### src/rtl/seg_scan_display.sv
// Multiplexed N-digit 7-segment hex display driver.
// Holds a VALUE_W-bit word, scans its top DIGITS nibbles onto a shared segment
// bus, and can periodically rotate the held word left or right by whole nibbles.
// All outputs are registered so that segments and digit select switch together.
module seg_scan_display #(
    parameter int DIGITS      = 2,
    parameter int VALUE_W     = 32,
    parameter int SCAN_DIV    = 1024,
    parameter int ROT_DIV     = 33554432,
    parameter int ROT_STEP    = 2,
    parameter int SEG_ACT_LOW = 1
) (
    input  logic               clk,
    input  logic               rst_i,
    input  logic               load_i,
    input  logic [VALUE_W-1:0] value_i,
    input  logic               rot_en_i,
    input  logic               rot_dir_i,
    input  logic [DIGITS-1:0]  blank_i,
    output logic [6:0]         seg_o,
    output logic [DIGITS-1:0]  dig_sel_o,
    output logic               frame_o,
    output logic               rot_step_o
);

    localparam int SCAN_W = (SCAN_DIV > 2) ? $clog2(SCAN_DIV) : 1;
    localparam int ROT_W  = (ROT_DIV > 2) ? $clog2(ROT_DIV) : 1;
    localparam int IDX_W  = (DIGITS > 1) ? $clog2(DIGITS) : 1;
    localparam int RS_W   = 4 * ROT_STEP;

    localparam logic [SCAN_W-1:0] SCAN_LAST = SCAN_W'(SCAN_DIV - 1);
    localparam logic [ROT_W-1:0]  ROT_LAST  = ROT_W'(ROT_DIV - 1);
    localparam logic [IDX_W-1:0]  IDX_LAST  = IDX_W'(DIGITS - 1);
    localparam logic [6:0]        SEG_OFF   = (SEG_ACT_LOW != 0) ? 7'h7F : 7'h00;

    // Reject unusable parameter sets at elaboration rather than clamping them.
    if (DIGITS < 1 || DIGITS > 8) begin : g_bad_digits
        $error("seg_scan_display: DIGITS must be 1..8");
    end
    if ((VALUE_W % 4) != 0 || VALUE_W < 4 * DIGITS) begin : g_bad_width
        $error("seg_scan_display: VALUE_W must be a multiple of 4 and >= 4*DIGITS");
    end
    if (ROT_STEP < 1 || ROT_STEP > VALUE_W / 4 - 1) begin : g_bad_step
        $error("seg_scan_display: ROT_STEP must be 1..VALUE_W/4-1");
    end
    if (SCAN_DIV < 2 || ROT_DIV < 2) begin : g_bad_div
        $error("seg_scan_display: SCAN_DIV and ROT_DIV must be >= 2");
    end
    if (SEG_ACT_LOW != 0 && SEG_ACT_LOW != 1) begin : g_bad_pol
        $error("seg_scan_display: SEG_ACT_LOW must be 0 or 1");
    end

    logic [VALUE_W-1:0] value_reg;
    logic [SCAN_W-1:0]  scan_cnt_reg;
    logic [ROT_W-1:0]   rot_cnt_reg;
    logic [IDX_W-1:0]   idx_reg;
    logic [6:0]         seg_reg;
    logic [DIGITS-1:0]  dig_sel_reg;
    logic               frame_reg;
    logic               rot_step_reg;

    logic               scan_last;
    logic               idx_last;
    logic               rot_hit;
    logic [3:0]         nib_arr [DIGITS];
    logic [DIGITS-1:0]  dig_sel_next;
    logic [6:0]         pattern;
    logic [6:0]         seg_next;

    function automatic logic [6:0] hex7(input logic [3:0] n);
        case (n)
            4'h0: hex7 = 7'b0111111;
            4'h1: hex7 = 7'b0000110;
            4'h2: hex7 = 7'b1011011;
            4'h3: hex7 = 7'b1001111;
            4'h4: hex7 = 7'b1100110;
            4'h5: hex7 = 7'b1101101;
            4'h6: hex7 = 7'b1111101;
            4'h7: hex7 = 7'b0000111;
            4'h8: hex7 = 7'b1111111;
            4'h9: hex7 = 7'b1101111;
            4'hA: hex7 = 7'b1110111;
            4'hB: hex7 = 7'b1111100;
            4'hC: hex7 = 7'b0111001;
            4'hD: hex7 = 7'b1011110;
            4'hE: hex7 = 7'b1111001;
            default: hex7 = 7'b1110001;
        endcase
    endfunction

    assign scan_last = (scan_cnt_reg == SCAN_LAST);
    assign idx_last  = (idx_reg == IDX_LAST);
    assign rot_hit   = rot_en_i && (rot_cnt_reg == ROT_LAST);

    // Digit 0 is the most-significant nibble of the held word.
    genvar gi;
    for (gi = 0; gi < DIGITS; gi++) begin : g_digit
        assign nib_arr[gi]      = value_reg[VALUE_W-1-4*gi -: 4];
        assign dig_sel_next[gi] = (idx_reg == IDX_W'(gi));
    end

    // Decode the currently scanned nibble, apply blanking, then polarity.
    always_comb begin
        pattern  = 7'b0000000;
        if (!blank_i[idx_reg]) begin
            pattern = hex7(nib_arr[idx_reg]);
        end
        seg_next = (SEG_ACT_LOW != 0) ? ~pattern : pattern;
    end

    // Scan timer: dwell SCAN_DIV cycles per digit, then advance the index.
    always_ff @(posedge clk or negedge rst_i) begin
        if (!rst_i) begin
            scan_cnt_reg <= '0;
            idx_reg      <= '0;
        end else if (scan_last) begin
            scan_cnt_reg <= '0;
            idx_reg      <= idx_last ? '0 : idx_reg + IDX_W'(1);
        end else begin
            scan_cnt_reg <= scan_cnt_reg + SCAN_W'(1);
        end
    end

    // Held word: load has priority over a rotation landing on the same edge.
    always_ff @(posedge clk or negedge rst_i) begin
        if (!rst_i) begin
            value_reg   <= '0;
            rot_cnt_reg <= '0;
        end else if (load_i) begin
            value_reg   <= value_i;
            rot_cnt_reg <= '0;
        end else if (!rot_en_i) begin
            rot_cnt_reg <= '0;
        end else if (rot_hit) begin
            rot_cnt_reg <= '0;
            if (rot_dir_i) begin
                value_reg <= {value_reg[RS_W-1:0], value_reg[VALUE_W-1:RS_W]};
            end else begin
                value_reg <= {value_reg[VALUE_W-RS_W-1:0], value_reg[VALUE_W-1 -: RS_W]};
            end
        end else begin
            rot_cnt_reg <= rot_cnt_reg + ROT_W'(1);
        end
    end

    // Output registers: segments and select both derive from the same idx sample.
    always_ff @(posedge clk or negedge rst_i) begin
        if (!rst_i) begin
            seg_reg      <= SEG_OFF;
            dig_sel_reg  <= '0;
            frame_reg    <= 1'b0;
            rot_step_reg <= 1'b0;
        end else begin
            seg_reg      <= seg_next;
            dig_sel_reg  <= dig_sel_next;
            frame_reg    <= scan_last && idx_last;
            rot_step_reg <= rot_hit && !load_i;
        end
    end

    assign seg_o      = seg_reg;
    assign dig_sel_o  = dig_sel_reg;
    assign frame_o    = frame_reg;
    assign rot_step_o = rot_step_reg;

endmodule

### config.mk
export PLATFORM = sky130hd
export DESIGN_NAME = seg_scan_display
export DESIGN_NICKNAME = d
export VERILOG_FILES = /design/src/rtl/seg_scan_display.sv
export SDC_FILE = /design/constraint.sdc
export NUM_CORES = 1
export LEC_CHECK = 0
export BUFFER_PORTS_ARGS = -buffer_cell sky130_fd_sc_hd__buf_2
export CAP_MARGIN = 15
export CORE_ASPECT_RATIO = 2
export CORE_MARGIN = 3
export CORE_UTILIZATION = 45
export CTS_BUF_LIST = sky130_fd_sc_hd__clkbuf_8
export CTS_CLUSTER_DIAMETER = 40
export DETAILED_ROUTE_END_ITERATION = 7
export PLACE_DENSITY_LB_ADDON = 0.12
export SLEW_MARGIN = 20
export SYNTH_ARGS = -nofsm -noshare
export SYNTH_HDL_FRONTEND = slang
export SYNTH_SLANG_ARGS = --single-unit
### constraint.sdc
create_clock -name clk -period 2.62 [get_ports clk]
set_input_delay 0.262 -clock clk [delete_from_list [all_inputs] [get_ports clk]]
set_output_delay 0.262 -clock clk [all_outputs]
set_load 0.01 [all_outputs]
**Word-level counts from Yosys, hierarchy flattened**

Memories as Yosys holds them, arrays and structs flattened.
Index checks and enable logic that the tools add are counted.

- Register bits after elaboration: 79
- Latch bits: 0
- Memory bits (writable): 0
- ROM bits: 112
- Input bits: 39
- Output and inout port bits: 11
- Logic and storage cells: 41
- Memories kept: 1

- $add $sub $neg: 3
- $mul: 0
- Divide/modulo/power cells: 0
- $lt $le $gt $ge: 2
- Eq/ne operators: 2
- Shift-type cells: 0
- Mux-type cells: 15
- Bitwise logic cells: 3
- Reductions and logical operators: 7

Memory list:

| memory | words | bits a word | read ports | clocked after Yosys merged registers in | write ports | RTL line | source |
|---|---|---|---|---|---|---|---|
| (name not given) | 16 | 7 | 1 | 0 | 0 | 71 | `case (n)` |

Operators with widths:

| operator | number |
|---|---|
| 2-to-1 mux 32 bit | 4 |
| 2-to-1 mux 25 bit | 3 |
| adder 25 x 1 -> 25 bit, second input constant | 1 |
| == test 25 bit, second input constant | 1 |
| 2-to-1 mux 4 bit | 3 |
| adder 10 x 1 -> 10 bit, second input constant | 1 |
| == test 10 bit, second input constant | 1 |
| 2-to-1 mux 10 bit | 1 |
| 2-to-1 mux 7 bit | 1 |
| inverter 7 bit | 1 |
| nonzero test 2 bit | 2 |
| logical AND 1 bit | 3 |
| 2-to-1 mux 1 bit | 3 |
| >= comparator 2 bit, second input constant | 1 |
| < comparator 1 x 2 -> 1 bit, second input constant | 1 |
| inverter 1 -> 2 bit | 1 |
| AND reduction 2 bit | 1 |
| adder 1 bit, second input constant | 1 |
| zero test 1 bit | 1 |
| inverter 1 bit | 1 |

**Longest topological paths before layout**

An unclocked memory read counts as a cell.

- Depth after elaboration: 7
- Depth in mapped cells: 7
- Gate-level depth less buffers: 6

**Least setup slack after synthesis**

OpenSTA, ideal clock, no wires.

- Path type: reg2reg
- Start point: register idx_reg (netlist: idx_last)
- End point: register seg_reg[3] (netlist: seg_o[3])
- Setup time: 0.091 ns
- Arrival: 1.874 ns
- Required time: 2.529 ns
- Setup slack: 0.655 ns
- Stages on the path, launching flop included: 8
- Path buffers: 1
- Clock period less this slack: 1.965 ns
- Path through: dfrtp_1 clkbuf_1 mux2_2 inv_1 ha_1 inv_1 mux4_2 nand2b_1

- Word-level cells in the longest chain between the ends: 7
- Elaborated cells between the ends (all ways): 9
- Classes of those cells: mux (6); bitwise (2); memory (1)

Ends and longest elaborated chain:

| what | RTL line | source |
|---|---|---|
| start, declared | 56 | `logic [IDX_W-1:0] idx_reg;` |
| start signal, assigned | 118 | `idx_reg <= idx_last ? '0 : idx_reg + IDX_W'(1);` |
| inverter 1 -> 2 bit (implied by the code) | 106 | `pattern = hex7(nib_arr[idx_reg]);` |
| 2-to-1 mux 4 bit (implied by the code) (3 in series) | 106 |  |
| memory read (16 x 7 bit) | - |  |
| 2-to-1 mux 7 bit (*) | 105 | `if (!blank_i[idx_reg]) begin` |
| inverter 7 bit (*) | 108 | `seg_next = (SEG_ACT_LOW != 0) ? ~pattern : pattern;` |
| via seg_next[3] | 68 | `logic [6:0] seg_next;` |
| end signal, assigned | 154 | `seg_reg <= seg_next;` |
| end, declared | 57 | `logic [6:0] seg_reg;` |

Mark *: on every way through the listed nets, which the timed path passes. The rest lies on a longest branch. The select of a mux whose other input is x is not followed.
A chain may end at the register's enable or synchronous reset.

**Worst setup path after layout**

Same ends and word-level chain as after synthesis.

==> flow_metrics.py <==
metrics = {
    "cts": {
        "cts.sinks": 79,
        "cts_tree": "yes",
        "cts_root_buf": "clkbuf_8",
        "clock_latency_ns": 0.35,
        "cts_resized": 0,
        "cts_buffer_depth": 2,
        "htreeDepth": 3,
        "clk_pin_slew_worst_paths_ns": 0.09,
        "numCtsBuffers": 9,
    },
    "grt": {
        "grt_max_degree": 65,
        "grt_pass1_vias": 3714,
        "grt_pass1_wl_um": 18100,
        "antenna_found_initial": 0,
        "grt_overflow": 0,
        "grt_use_total_pct": 20.0,
    },
    "placement": {
        "dp.cells": 612,
        "place_area_mm2": 0.00480,
        "dp_hpwl_um": 7470,
        "gp_congestion": 0.880,
        "port_buffers": 49,
    },
    "power_and_ir_drop": {
        "netSwitchingPower_w": 0.000650,
        "power.leakage_nw": 2.31,
        "vdd_drop_max_v": 0.000392,
        "internal-power_w": 0.00197,
        "combPwrFrac_pct": 11.4,
        "power_frac_seq_pct": 50.9,
        "clock_power_share_pct": 37.7,
        "power.density_mw_per_mm2": 521,
        "p_sw_share_pct": 24.8,
    },
    "sta": {
        "fin_crit_ns": 1.99,
        "setup_viol_count_final": 0,
        "finalHoldViolCount": 0,
        "finClkSkew_ns": 0.0130,
        "tightest_slew_ns": 0.791,
        "slew_headroom_pct": 45.8,
        "rsz0062_at_grt": "false",
        "setup-tns-final_ns": 0,
        "post-route-period-util_pct": 76.0,
        "max_freq_mhz": 502,
        "finalMaxSlewViolations": 0,
    },
    "cells_and_area": {
        "final_common_cell": "dfrtp_1",
        "multi_input_area_mm2": 0.00230,
        "antenna_cells": 0,
        "seq_area_mm2": 0.00199,
        "final_nets": 541,
        "final_cell_mix": "72 x dfrtp_1, 48 x buf_2, 47 x nand2_1, 45 x a21oi_1, 37 x mux2i_1",
        "final_cells": 628,
        "fillerInstances": 910,
        "syn_to_final_growth_pct": 12.9,
        "fin_area_mm2": 0.00502,
        "fin_util_pct": 52.8,
        "drive_gt1_share_pct": 19.1,
        "largest_reg_flops": 32,
    },
    "yosys": {
        "synth_cell_types": 42,
        "synthTopCellsByArea": "dfrtp_1 41%, mux2i_1 8.3%, a41o_1 7.2%, a21oi_1 5.1%, dfstp_2 4.1%",
        "yosysSeqAreaShare_pct": 44.6,
        "netlist_area_mm2": 0.00445,
        "ys.flop_type": "dfrtp_1",
        "synth_area_per_cell_um2": 9.69,
        "synth_top_area_cell": "dfrtp_1",
        "synthesis.nets": 506,
        "ys_ff_latch": 79,
        "async_reset_ff_share_pct": 100,
        "syn_inst": 459,
        "ys.warnings.count": 0,
        "synth_top_area_share_pct": 40.5,
        "synth-edff-count": 0,
    },
    "routing": {
        "drc_errors": 0,
        "avgRoutedWirePerCell_um": 17.0,
        "vias": 3657,
        "first_pass_iters": 5,
        "wl_um": 10700,
        "ant_nets": 0,
        "drt_iter0_markers": 213,
        "viasPerCell": 5.82,
    },
    "outcome": {
        "status": "finished clean",
    },
    "floorplanning": {
        "num_rows": 50,
        "start_util_pct": 46.8,
        "die_y_um": 147,
        "die_area_mm2": 0.0112,
        "core_region_area_mm2": 0.00951,
        "io_pins": 50,
        "die_width_um": 76.3,
    },
    "worst_setup_path": {
        "reg2regPathDepth": 6,
        "reg2reg_from": "idx_last$_DFFE_PN0N_",
        "arrival_ns": 2.27,
        "critPathCaptureType": "flop",
        "cp-start-kind": "flop",
        "critPathMaxFanout": 8,
        "reg2reg_slack_ns": 0.63,
        "regToRegEndpoint": "seg_o[3]$_DFF_PN1_",
        "cp.required_ns": 2.89,
        "critPathKind": "flop to flop",
    },
    "worst_hold_path": {
        "hp-class": "input pin to flop",
        "min_path_cells": 3,
        "hp-start": "value_i[22]",
        "whs_endpoint": "value_reg[22]$_DFFE_PN0P_",
    },
    "flow_run": {
        "cap_viol_max_count": 0,
    },
}
## power groups by stage
stage | combinational, W | sequential (W) | clock (W)
finish | 0.000299 | 0.00133 | 0.000987
detailed placement | 0.000301 | 0.00136 | 0
global route | 0.000343 | 0.00134 | 0.00107
CTS | 0.000304 | 0.00133 | 0.00102
global placement | 0.000295 | 0.00135 | 0
floorplan | 0.000189 | 0.00135 | 0
## layer usage
metal,wire (um),part of all wire [%],global-route usage (%),vias to the layer above
met2,5900,55,36.1,61
met4,292,2.7,10.3,0
met1,4220,39,22.1,1812
met3,276,2.6,3.70,14
met5,0,0,0,-
li1,-,-,-,1770
## synthesized netlist by cell type, types with 8 or more instances
| cell | number |
|---|---|
| nor2_1 | 25 |
| nand2_1 | 47 |
| dfrtp_1 | 72 |
| buf_2 | 14 |
| nand3_1 | 19 |
| nand4_1 | 9 |
| xnor2_1 | 11 |
| o21ai_1 | 16 |
| mux2i_1 | 37 |
| a41o_1 | 32 |
| clkbuf_1 | 21 |
| xor2_1 | 10 |
| o21ai_0 | 25 |
| ha_1 | 8 |
| a21oi_1 | 45 |
## worst max-delay path by stage
stage	start	to
global placement	idx_last$_DFFE_PN0N_	seg_o[3]$_DFF_PN1_
detailed placement	idx_last$_DFFE_PN0N_	seg_o[3]$_DFF_PN1_
finish	idx_last$_DFFE_PN0N_	seg_o[3]$_DFF_PN1_
floorplan	idx_last$_DFFE_PN0N_	seg_o[3]$_DFF_PN1_
global route	rot_cnt_reg[0]$_DFF_PN0_	rot_cnt_reg[14]$_DFF_PN0_
CTS	idx_last$_DFFE_PN0N_	seg_o[3]$_DFF_PN1_
## what timing repair did
| item | 4_1_cts | 5_1_grt |
|---|---|---|
| buffers inserted | 0 | 0 |
| hold buffers | 1 | 0 |
| endpoints found under the hold margin | 36 | 0 |
## worst max-delay path, cell delays in order, from the launching register on
cell and delay, ns:
dfrtp_1 0.55, mux2_2 0.44, inv_1 0.14, ha_1 0.16, inv_1 0.05, mux4_2 0.43, nand2b_1 0.15
## per-stage QoR
stage	setup WS [ns]	total power [W]	hold WS [ns]
after CTS	0.620	0.00266	0.0921
after global placement	0.699	0.00165	0.304
after floorplan	0.655	0.00154	-0.0336
after global routing	0.457	0.00275	0.102
final	0.628	0.00262	0.111
after detailed placement	0.616	0.00166	0.309
## logic make-up after synthesis
family | Yosys count | synth area share, %
buf+inv | 42 | 3.94
fa+ha+maj | 8 | 2.25
flops | 79 | 44.6
mux | 42 | 9.85
simple gates | 137 | 16.0
xor+xnor | 21 | 4.13
compound gates | 130 | 19.2
## area by class of cell
type                    count  share of cell area [%]
inverters                   6                   0.448
clock buffers              10                    2.74
well taps                 130                    3.24
repair buffers             60                    6.87
clock inverters             5                    1.47
flip-flops and latches     79                    39.5
multi-input cells         338                    45.7
No activity file was read; power rests on OpenSTA's default activity.
